--- src/rtl/pipeline_hazard_ctrl.sv ---
// Purpose: stall/flush controller for the 5-stage pipeline (load-use, multdiv wait, taken branch).
// Latency: controls are combinational from state+inputs; a mul/div holds the pipe until md_ready or MD_TIMEOUT WAIT cycles.
// Backpressure: stalls PC/F/D/D/X upstream while multdiv is busy; md_ready is ignored outside WAIT.
//
// Ports:
//   clock, reset                : rising-edge clock, synchronous active-high reset
//   fd_insn, dx_insn            : instructions held in the F/D and D/X latches
//   branch_taken                : X stage resolved a taken branch/jump this cycle
//   md_ready, md_exception      : multdiv result valid / exception (qualified by md_ready)
//   stall_pc/fd/dx              : hold PC and latches
//   bubble_dx, bubble_xm        : load nop into D/X, X/M
//   flush_fd                    : load nop into F/D
//   md_ctrl_mult/div            : one-cycle multdiv start pulses
//   md_result_valid, md_error   : X stage takes multdiv result; error = exception or timeout
//   md_timeout                  : sticky timeout flag, cleared only by reset
//   stall_cycles (optional)     : saturating count of stall_pc cycles, present when
//                                 HAZ_PERF_CNT_EN is defined
module pipeline_hazard_ctrl #(
  parameter int MD_TIMEOUT = 32,
  parameter int CNT_W      = 6
) (
  input  logic        clock,
  input  logic        reset,
  input  logic [31:0] fd_insn,
  input  logic [31:0] dx_insn,
  input  logic        branch_taken,
  input  logic        md_ready,
  input  logic        md_exception,
  output logic        stall_pc,
  output logic        stall_fd,
  output logic        stall_dx,
  output logic        bubble_dx,
  output logic        bubble_xm,
  output logic        flush_fd,
  output logic        md_ctrl_mult,
  output logic        md_ctrl_div,
  output logic        md_result_valid,
  output logic        md_error,
  output logic        md_timeout
`ifdef HAZ_PERF_CNT_EN
  ,
  output logic [31:0] stall_cycles
`endif
);

  localparam logic [4:0] OP_R    = 5'b00000;
  localparam logic [4:0] OP_LW   = 5'b01000;
  localparam logic [4:0] OP_SW   = 5'b00111;
  localparam logic [4:0] OP_ADDI = 5'b00101;
  localparam logic [4:0] OP_BNE  = 5'b00010;
  localparam logic [4:0] OP_BLT  = 5'b00110;
  localparam logic [4:0] OP_JR   = 5'b00100;
  localparam logic [4:0] ALU_MUL = 5'b00110;
  localparam logic [4:0] ALU_DIV = 5'b00111;

  localparam logic [CNT_W-1:0] CNT_LAST = CNT_W'(MD_TIMEOUT - 1);

  typedef enum logic [1:0] {S_IDLE, S_WAIT, S_DONE} state_t;

  state_t           state_q, state_d;
  logic [CNT_W-1:0] cnt_q, cnt_d;
  logic             err_q, err_d;
  logic             tmo_q, tmo_d;

  // Instruction field decode
  logic [4:0] dx_op, dx_rd, dx_aluop;
  logic [4:0] fd_op, fd_rd, fd_rs, fd_rt, fd_aluop;
  logic       dx_is_mul, dx_is_div, dx_is_lw;
  logic       fd_uses_rs, fd_uses_rt, fd_uses_rd;
  logic       load_use;

  assign dx_op    = dx_insn[31:27];
  assign dx_rd    = dx_insn[26:22];
  assign dx_aluop = dx_insn[6:2];
  assign fd_op    = fd_insn[31:27];
  assign fd_rd    = fd_insn[26:22];
  assign fd_rs    = fd_insn[21:17];
  assign fd_rt    = fd_insn[16:12];
  assign fd_aluop = fd_insn[6:2];

  assign dx_is_mul = (dx_op == OP_R) && (dx_aluop == ALU_MUL);
  assign dx_is_div = (dx_op == OP_R) && (dx_aluop == ALU_DIV);
  assign dx_is_lw  = (dx_op == OP_LW);

  assign fd_uses_rs = (fd_op == OP_R) || (fd_op == OP_ADDI) || (fd_op == OP_LW) ||
                      (fd_op == OP_SW) || (fd_op == OP_BNE) || (fd_op == OP_BLT);
  // Shifts (aluop 0010x) take a shift amount instead of rt.
  assign fd_uses_rt = (fd_op == OP_R) && (fd_aluop[4:1] != 4'b0010);
  // sw's rd is store data, covered by the W->M bypass, so it is not listed here.
  assign fd_uses_rd = (fd_op == OP_BNE) || (fd_op == OP_BLT) || (fd_op == OP_JR);

  assign load_use = dx_is_lw && (dx_rd != 5'd0) &&
                    ((fd_uses_rs && (fd_rs == dx_rd)) ||
                     (fd_uses_rt && (fd_rt == dx_rd)) ||
                     (fd_uses_rd && (fd_rd == dx_rd)));

  // Fields that take no part in hazard detection.
  logic unused_fields;
  assign unused_fields = ^{dx_insn[21:7], dx_insn[1:0], fd_insn[11:7], fd_insn[1:0]};

  always_comb begin
    state_d         = state_q;
    cnt_d           = cnt_q;
    err_d           = err_q;
    tmo_d           = tmo_q;
    stall_pc        = 1'b0;
    stall_fd        = 1'b0;
    stall_dx        = 1'b0;
    bubble_dx       = 1'b0;
    bubble_xm       = 1'b0;
    flush_fd        = 1'b0;
    md_ctrl_mult    = 1'b0;
    md_ctrl_div     = 1'b0;
    md_result_valid = 1'b0;
    md_error        = 1'b0;
    md_timeout      = tmo_q;

    case (state_q)
      S_IDLE: begin
        if (branch_taken) begin
          flush_fd  = 1'b1;
          bubble_dx = 1'b1;
        end else if (dx_is_mul || dx_is_div) begin
          md_ctrl_mult = dx_is_mul;
          md_ctrl_div  = dx_is_div;
          stall_pc     = 1'b1;
          stall_fd     = 1'b1;
          stall_dx     = 1'b1;
          bubble_xm    = 1'b1;
          cnt_d        = '0;
          state_d      = S_WAIT;
        end else if (load_use) begin
          stall_pc  = 1'b1;
          stall_fd  = 1'b1;
          bubble_dx = 1'b1;
        end
      end
      S_WAIT: begin
        stall_pc  = 1'b1;
        stall_fd  = 1'b1;
        stall_dx  = 1'b1;
        bubble_xm = 1'b1;
        cnt_d     = cnt_q + CNT_W'(1);
        // A result arriving on the last allowed cycle still wins over the timeout.
        if (md_ready) begin
          err_d   = md_exception;
          state_d = S_DONE;
        end else if (cnt_q == CNT_LAST) begin
          tmo_d   = 1'b1;
          err_d   = 1'b1;
          state_d = S_DONE;
        end
      end
      S_DONE: begin
        // Stalls drop so the mul/div leaves X with its result this cycle.
        md_result_valid = 1'b1;
        md_error        = err_q;
        state_d         = S_IDLE;
      end
      default: state_d = S_IDLE;
    endcase

    // Quiet every control while reset is held so nothing launches from stale latch contents.
    if (reset) begin
      stall_pc        = 1'b0;
      stall_fd        = 1'b0;
      stall_dx        = 1'b0;
      bubble_dx       = 1'b0;
      bubble_xm       = 1'b0;
      flush_fd        = 1'b0;
      md_ctrl_mult    = 1'b0;
      md_ctrl_div     = 1'b0;
      md_result_valid = 1'b0;
      md_error        = 1'b0;
      md_timeout      = 1'b0;
    end
  end

  always_ff @(posedge clock) begin
    if (reset) begin
      state_q <= S_IDLE;
      cnt_q   <= '0;
      err_q   <= 1'b0;
      tmo_q   <= 1'b0;
    end else begin
      state_q <= state_d;
      cnt_q   <= cnt_d;
      err_q   <= err_d;
      tmo_q   <= tmo_d;
    end
  end

`ifdef HAZ_PERF_CNT_EN
  logic [31:0] stall_cycles_q, stall_cycles_d;

  always_comb begin
    stall_cycles_d = stall_cycles_q;
    if (stall_pc && (stall_cycles_q != 32'hFFFF_FFFF)) begin
      stall_cycles_d = stall_cycles_q + 32'd1;
    end
  end

  always_ff @(posedge clock) begin
    if (reset) begin
      stall_cycles_q <= 32'd0;
    end else begin
      stall_cycles_q <= stall_cycles_d;
    end
  end

  assign stall_cycles = stall_cycles_q;
`endif

endmodule

--- config.mk ---
export PLATFORM = sky130hd
export DESIGN_NAME = pipeline_hazard_ctrl
export DESIGN_NICKNAME = d
export VERILOG_FILES = /design/src/rtl/pipeline_hazard_ctrl.sv
export SDC_FILE = /design/constraint.sdc
export NUM_CORES = 1
export LEC_CHECK = 0
export CORE_AREA = 2 2 51 71
export DETAILED_ROUTE_END_ITERATION = 10
export DIE_AREA = 0 0 53 73
export GPL_TIMING_DRIVEN = 0
export HOLD_SLACK_MARGIN = 0.03
export PLACE_DENSITY = 0.72
export SYNTH_ARGS = -nofsm -noshare
export SYNTH_HDL_FRONTEND = slang
export SYNTH_SLANG_ARGS = --single-unit
--- constraint.sdc ---
create_clock -name clock -period 1.97 [get_ports clock]
set_input_delay 0.4925 -clock clock [delete_from_list [all_inputs] [get_ports clock]]
set_output_delay 0.4925 -clock clock [all_outputs]
set_load 0.05 [all_outputs]
== Word-level counts from Yosys, hierarchy flattened ==
Cells that the tools add are included.

* Add/subtract/negate cells: 1
* Bitwise gates (word level): 1
* Equal/unequal tests: 19
* Multiplexer cells: 39
* Reductions and logical operators: 28

{| class="wikitable"
|+ Operator list
! operator !! number
|-
| $eq 5x3->1 const B || 6
|-
| $mux 1 || 29
|-
| $eq 5x5->1 || 3
|-
| $mux 6 || 2
|-
| $pmux 6 s2 || 1
|-
| $eq 5x4->1 const B || 2
|-
| $logic_not 5->1 || 2
|-
| $logic_or 1x1->1 || 10
|-
| $reduce_and 3->1 || 3
|-
| $logic_and 1x1->1 || 8
|-
| $mux 2 || 4
|-
| $add 6x1->6 const B || 1
|-
| $eq 6x5->1 const B || 1
|-
| $eq 5x2->1 const B || 1
|-
| $reduce_bool 5->1 || 1
|-
| $ne 2x2->1 const B || 2
|-
| $ne 4x2->1 const B || 1
|-
| $pmux 1 s2 || 2
|-
| $pmux 2 s2 || 1
|-
| $reduce_bool 2->1 || 2
|-
| $ne 3x3->1 const B || 1
|-
| $eq 2x1->1 const B || 1
|-
| $eq 2x2->1 const B || 1
|-
| $logic_not 2->1 || 1
|-
| 2 further kinds || 2
|}

* Bits of input ports: 69
* Output and inout bits: 11
* Register bits: 10
* Logic and storage cells: 92

== Longest topological paths before layout ==
* Word-level depth: 15
* Mapped depth: 6
* Mapped depth without buffers: 6

== Worst setup path before layout ==
No wires, ideal clock.

* Path type: input to output
* Start: in dx_insn[5]
* End: out stall_pc
* Data required time: 1.477 ns
* Slack: -1.487 ns
* Arrival: 2.964 ns
* Buffers on the path: 1
* Stages: 5
* Cell sequence: nor4b_1 > a31oi_1 > nor3_1 > a31o_1 > buf_4

* Word-level cells in the longest chain between the ends: 7
* Elaborated cells between the ends (all ways): 9
* Those cells by class: 2 x eq/ne; 4 x mux; 3 x reduce/logical

{| class="wikitable"
|+ RTL lines
! what !! RTL line !! source
|-
| start: declaration || 25 || <nowiki>input logic [31:0] dx_insn,</nowiki>
|-
| $eq 5x3->1 (on tied branches) || 81, 82 ||
|-
| $logic_and 1x1->1 (on tied branches) || 81, 82 ||
|-
| $logic_or 1x1->1 (*) || 123 || <nowiki>end else if (dx_is_mul || dx_is_div) begin</nowiki>
|-
| $mux 1 (*) (2 in series) || -- ||
|-
| $pmux 1 s2 (*) || -- ||
|-
| $mux 1 (*) || -- ||
|-
| end: declaration || 29 || <nowiki>output logic stall_pc,</nowiki>
|}

Mark *: on every way between the ends. The rest lies on a longest branch, timed or not.

== Final worst setup path ==
* Start: in dx_insn[22]
* End: out stall_pc

* Word-level cells in the longest chain between the ends: 10
* Elaborated cells between the ends (all ways): 16
* Those cells by class: 3 x eq/ne; 5 x mux; 8 x reduce/logical

{| class="wikitable"
|+ RTL lines
! what !! RTL line !! source
|-
| $eq 5x5->1 (on tied branches) || 93, 94 ||
|-
| $logic_and 1x1->1 (on tied branches) || 93, 94 ||
|-
| $logic_or 1x1->1 || 93 || <nowiki>((fd_uses_rs && (fd_rs == dx_rd)) ||</nowiki>
|-
| $logic_or 1x1->1 || 94 || <nowiki>(fd_uses_rt && (fd_rt == dx_rd)) ||</nowiki>
|-
| $logic_and 1x1->1 (*) || 92 || <nowiki>assign load_use = dx_is_lw && (dx_rd != 5'd0) &&</nowiki>
|-
| $mux 1 (*) || 132 || <nowiki>end else if (load_use) begin</nowiki>
|-
| $mux 1 (*) || 123 ||
|-
| $mux 1 (*) || 120 || <nowiki>if (branch_taken) begin</nowiki>
|-
| $pmux 1 s2 (*) || 118 || <nowiki>case (state_q)</nowiki>
|-
| $mux 1 (*) || 164 || <nowiki>if (reset) begin</nowiki>
|}

Marks and branches as above.

==> flow_metrics.tcl <==
set metrics [dict create \
    rsz0062_at_grt "true" \
    whs_ns 0.462 \
    p_int_uw 494 \
    end_kind "output port" \
    synthMuxAreaShare_pct 2.54 \
    ys_async_sr_fraction_pct 0 \
    drtAntennaViolNets 0 \
    io-pin-count 80 \
    die_w_um 53 \
    fin_skew_ns 0.00239 \
    areaGrowthSynthToFinish_pct 115 \
    p_clk_share_pct 37.9 \
    crit_path_start_kind "input pin" \
    core_um2 3280 \
    via_count 1041 \
    regToRegSetupSlack_ns 0.62 \
    ys_ff_latch 10 \
    fmax_mhz 417 \
    clock_sink_count 10 \
    final_layout_size_suffix_gt1_share_pct 44.4 \
    swShare_pct 25.8 \
    fin_util_pct 54.8 \
    path_clk_slew_ns 0.05 \
    postCtsHoldBufs 0 \
    yosys_warnings 0 \
    synth_top_family_by_area "simple AND/OR/NAND/NOR gates" \
    violations "negative setup slack" \
    gp_congestion 0.801 \
    grt_start_max_net_pins 11 \
    wl_per_cell_um 14.4 \
    track_usage_pct 16.4 \
    yosysUniqueCellTypes 37 \
    hold_viol 0 \
    synth_area_leader_cell "dfxtp_1" \
    nNetsFinal 242 \
    start_util_pct 25.5 \
    clk_latency_ns 0.23 \
    cts_buffer_depth 2 \
    htree_num_levels 1 \
    powerDensity_nw_per_um2 370 \
    yosysTopAreaCellShare_pct 23.9 \
    synth_xor_area_share_pct 15.7 \
    die_height_um 73 \
    period_needed_ns 2.40 \
    diodes 0 \
    drc 0 \
    ys_seq_area_share_pct 23.9 \
    ys.flop_type "dfxtp_1" \
    syn_inst 107 \
    crit_required_ns 1.48 \
    cp_max_fo 4 \
    ir_drop_mv 0.333 \
    cts_root_buf "clkbuf_8" \
    synth.area.top_cells "dfxtp_1 24%, xnor2_1 8.4%, xor2_1 7.3%" \
    grt_overflow_total 0 \
    syn-num-nets 177 \
    first_pass_iters 4 \
    fin_tns_setup_ns -1.65 \
    synthMostInstantiatedCell "nor2_1" \
    critPathKind "input pin to output port" \
    routed_wl_mm 3.04 \
    synth_compound_area_share_pct 17.2 \
    slew_headroom_pct 76.6 \
    fin_crit_sh_pct 122 \
    rows 25 \
    grt_pass1_wl_mm 4.81 \
    status "complete, but fails checks" \
    synth_edf_count 0 \
    cts_tree "done" \
    maxCapViolCount 0 \
    synthAdderAreaFrac_pct 1.49 \
    placed_area_um2 1520 \
    slew_violations 0 \
    fin_ws_ns -0.429 \
    die_area_um2 3870 \
    syn-cell-area_um2 838 \
    hold_class "register to register" \
    syn_avg_cell_area_um2 7.83 \
    numCtsBuffers 3 \
    synth_simple_gate_area_share_pct 34.8 \
    worst_pin_slew_ns 0.350 \
    drt_iter0_markers 18 \
    setup_viol 7 \
    vias_per_cell 4.93 \
    hpwlAfterDp_mm 2.20 \
    combinationalPowerShare_pct 31.6 \
    fin_area_um2 1800 \
    seq_power_share_pct 30.5 \
    port_buffers 54 \
    grt_pass1_vias 1098 \
    cp.arrival_ns 1.91 \
    p_leak_uw 0.000808 \
    antenna_found_initial 0 \
    p_switching_uw 172 \
    synth_commonest_cells "15 x nor2_1, 10 x dfxtp_1, 8 x nor3_1, 8 x xnor2_1, 7 x xor2_1" \
]
## cell families after synthesis
kind of cell / count (synthesis)
multiplexers: 2
AO/OA/AOI/OAI: 19
AND/OR/NAND/NOR: 52
adder cells (fa/ha/maj): 1
XOR/XNOR: 15
flip-flops: 10
buffers and inverters: 8
## state kept, by name (all words and copies together), names as in the netlist
| name | cells |
|---|---|
| cnt_q | 6 |
| state_q | 2 |
| err_q | 1 |
| tmo_q | 1 |
## worst max-delay path, cell delays in order
cell and delay (ns):
clkbuf_2 0.14, or3_1 0.37, o311a_1 0.39, a31o_4 0.25, buf_8 0.11, buf_8 0.14
## power groups by stage
stage | clock, µW | combinational [µW] | sequential (µW)
3_3_place_gp | 0 | 171 | 207
4_1_cts | 262 | 180 | 203
3_5_place_dp | 0 | 173 | 207
6_report | 252 | 210 | 203
2_1_floorplan | 0 | 55.6 | 207
5_1_grt | 266 | 224 | 203
## what timing repair did
item | 4_1_cts | 5_1_grt
endpoints found under the setup margin | 11 | 10
setup buffers | 5 | 1
pin swaps | 14 | 20
resized for setup | 169 | 56
## routing by layer
layer | track usage, % | up-vias | share of wire [%]
met5 | 0 | - | 0
met4 | 4.56 | 0 | 2.2
met3 | 3.28 | 6 | 8.3
met2 | 32.9 | 53 | 56
met1 | 16.1 | 470 | 34
li1 | - | 512 | -
## area by class of cell
| class | count | area [µm²] |
|---|---|---|
| Inverter | 3 | 11.3 |
| Sequential cell | 10 | 200 |
| Fill cell | 297 | 1480 |
| Timing Repair Buffer | 60 | 584 |
| Multi-Input combinational cell | 89 | 857 |
| Tap cell | 40 | 50.0 |
| Buffer | 5 | 42.5 |
| Clock buffer | 4 | 55.1 |
## stage by stage
stage / total power [µW] / std cells / setup WS (ns)
2_1_floorplan: 262 / 107 / -0.458
3_3_place_gp: 377 / 201 / -1.57
3_5_place_dp: 380 / 201 / -1.61
4_1_cts: 645 / 210 / -0.514
5_1_grt: 693 / 211 / -0.473
6_report: 666 / 211 / -0.429
## cells in the final DEF, fill, tap and decap left out, types with 4 or more instances in the layout
cell type / count
buf_2: 6
clkdlybuf4s50_1: 6
clkbuf_8: 4
dlymetal6s2s_1: 8
xnor2_1: 5
nor2_1: 15
buf_6: 13
nor3_1: 5
a22oi_1: 4
clkbuf_2: 5
buf_4: 9
dlygate4sd2_1: 5
buf_8: 6
dfxtp_1: 10
## worst paths after layout
path                    start       end  depth (start not counted)
hold reg to reg         tmo_q     tmo_q                          2
hold / removal          tmo_q     tmo_q                          2
setup / recovery  dx_insn[22]  stall_pc                          6
setup reg to reg   state_q[0]     tmo_q                          4
Power figures use the tool's default switching activity.
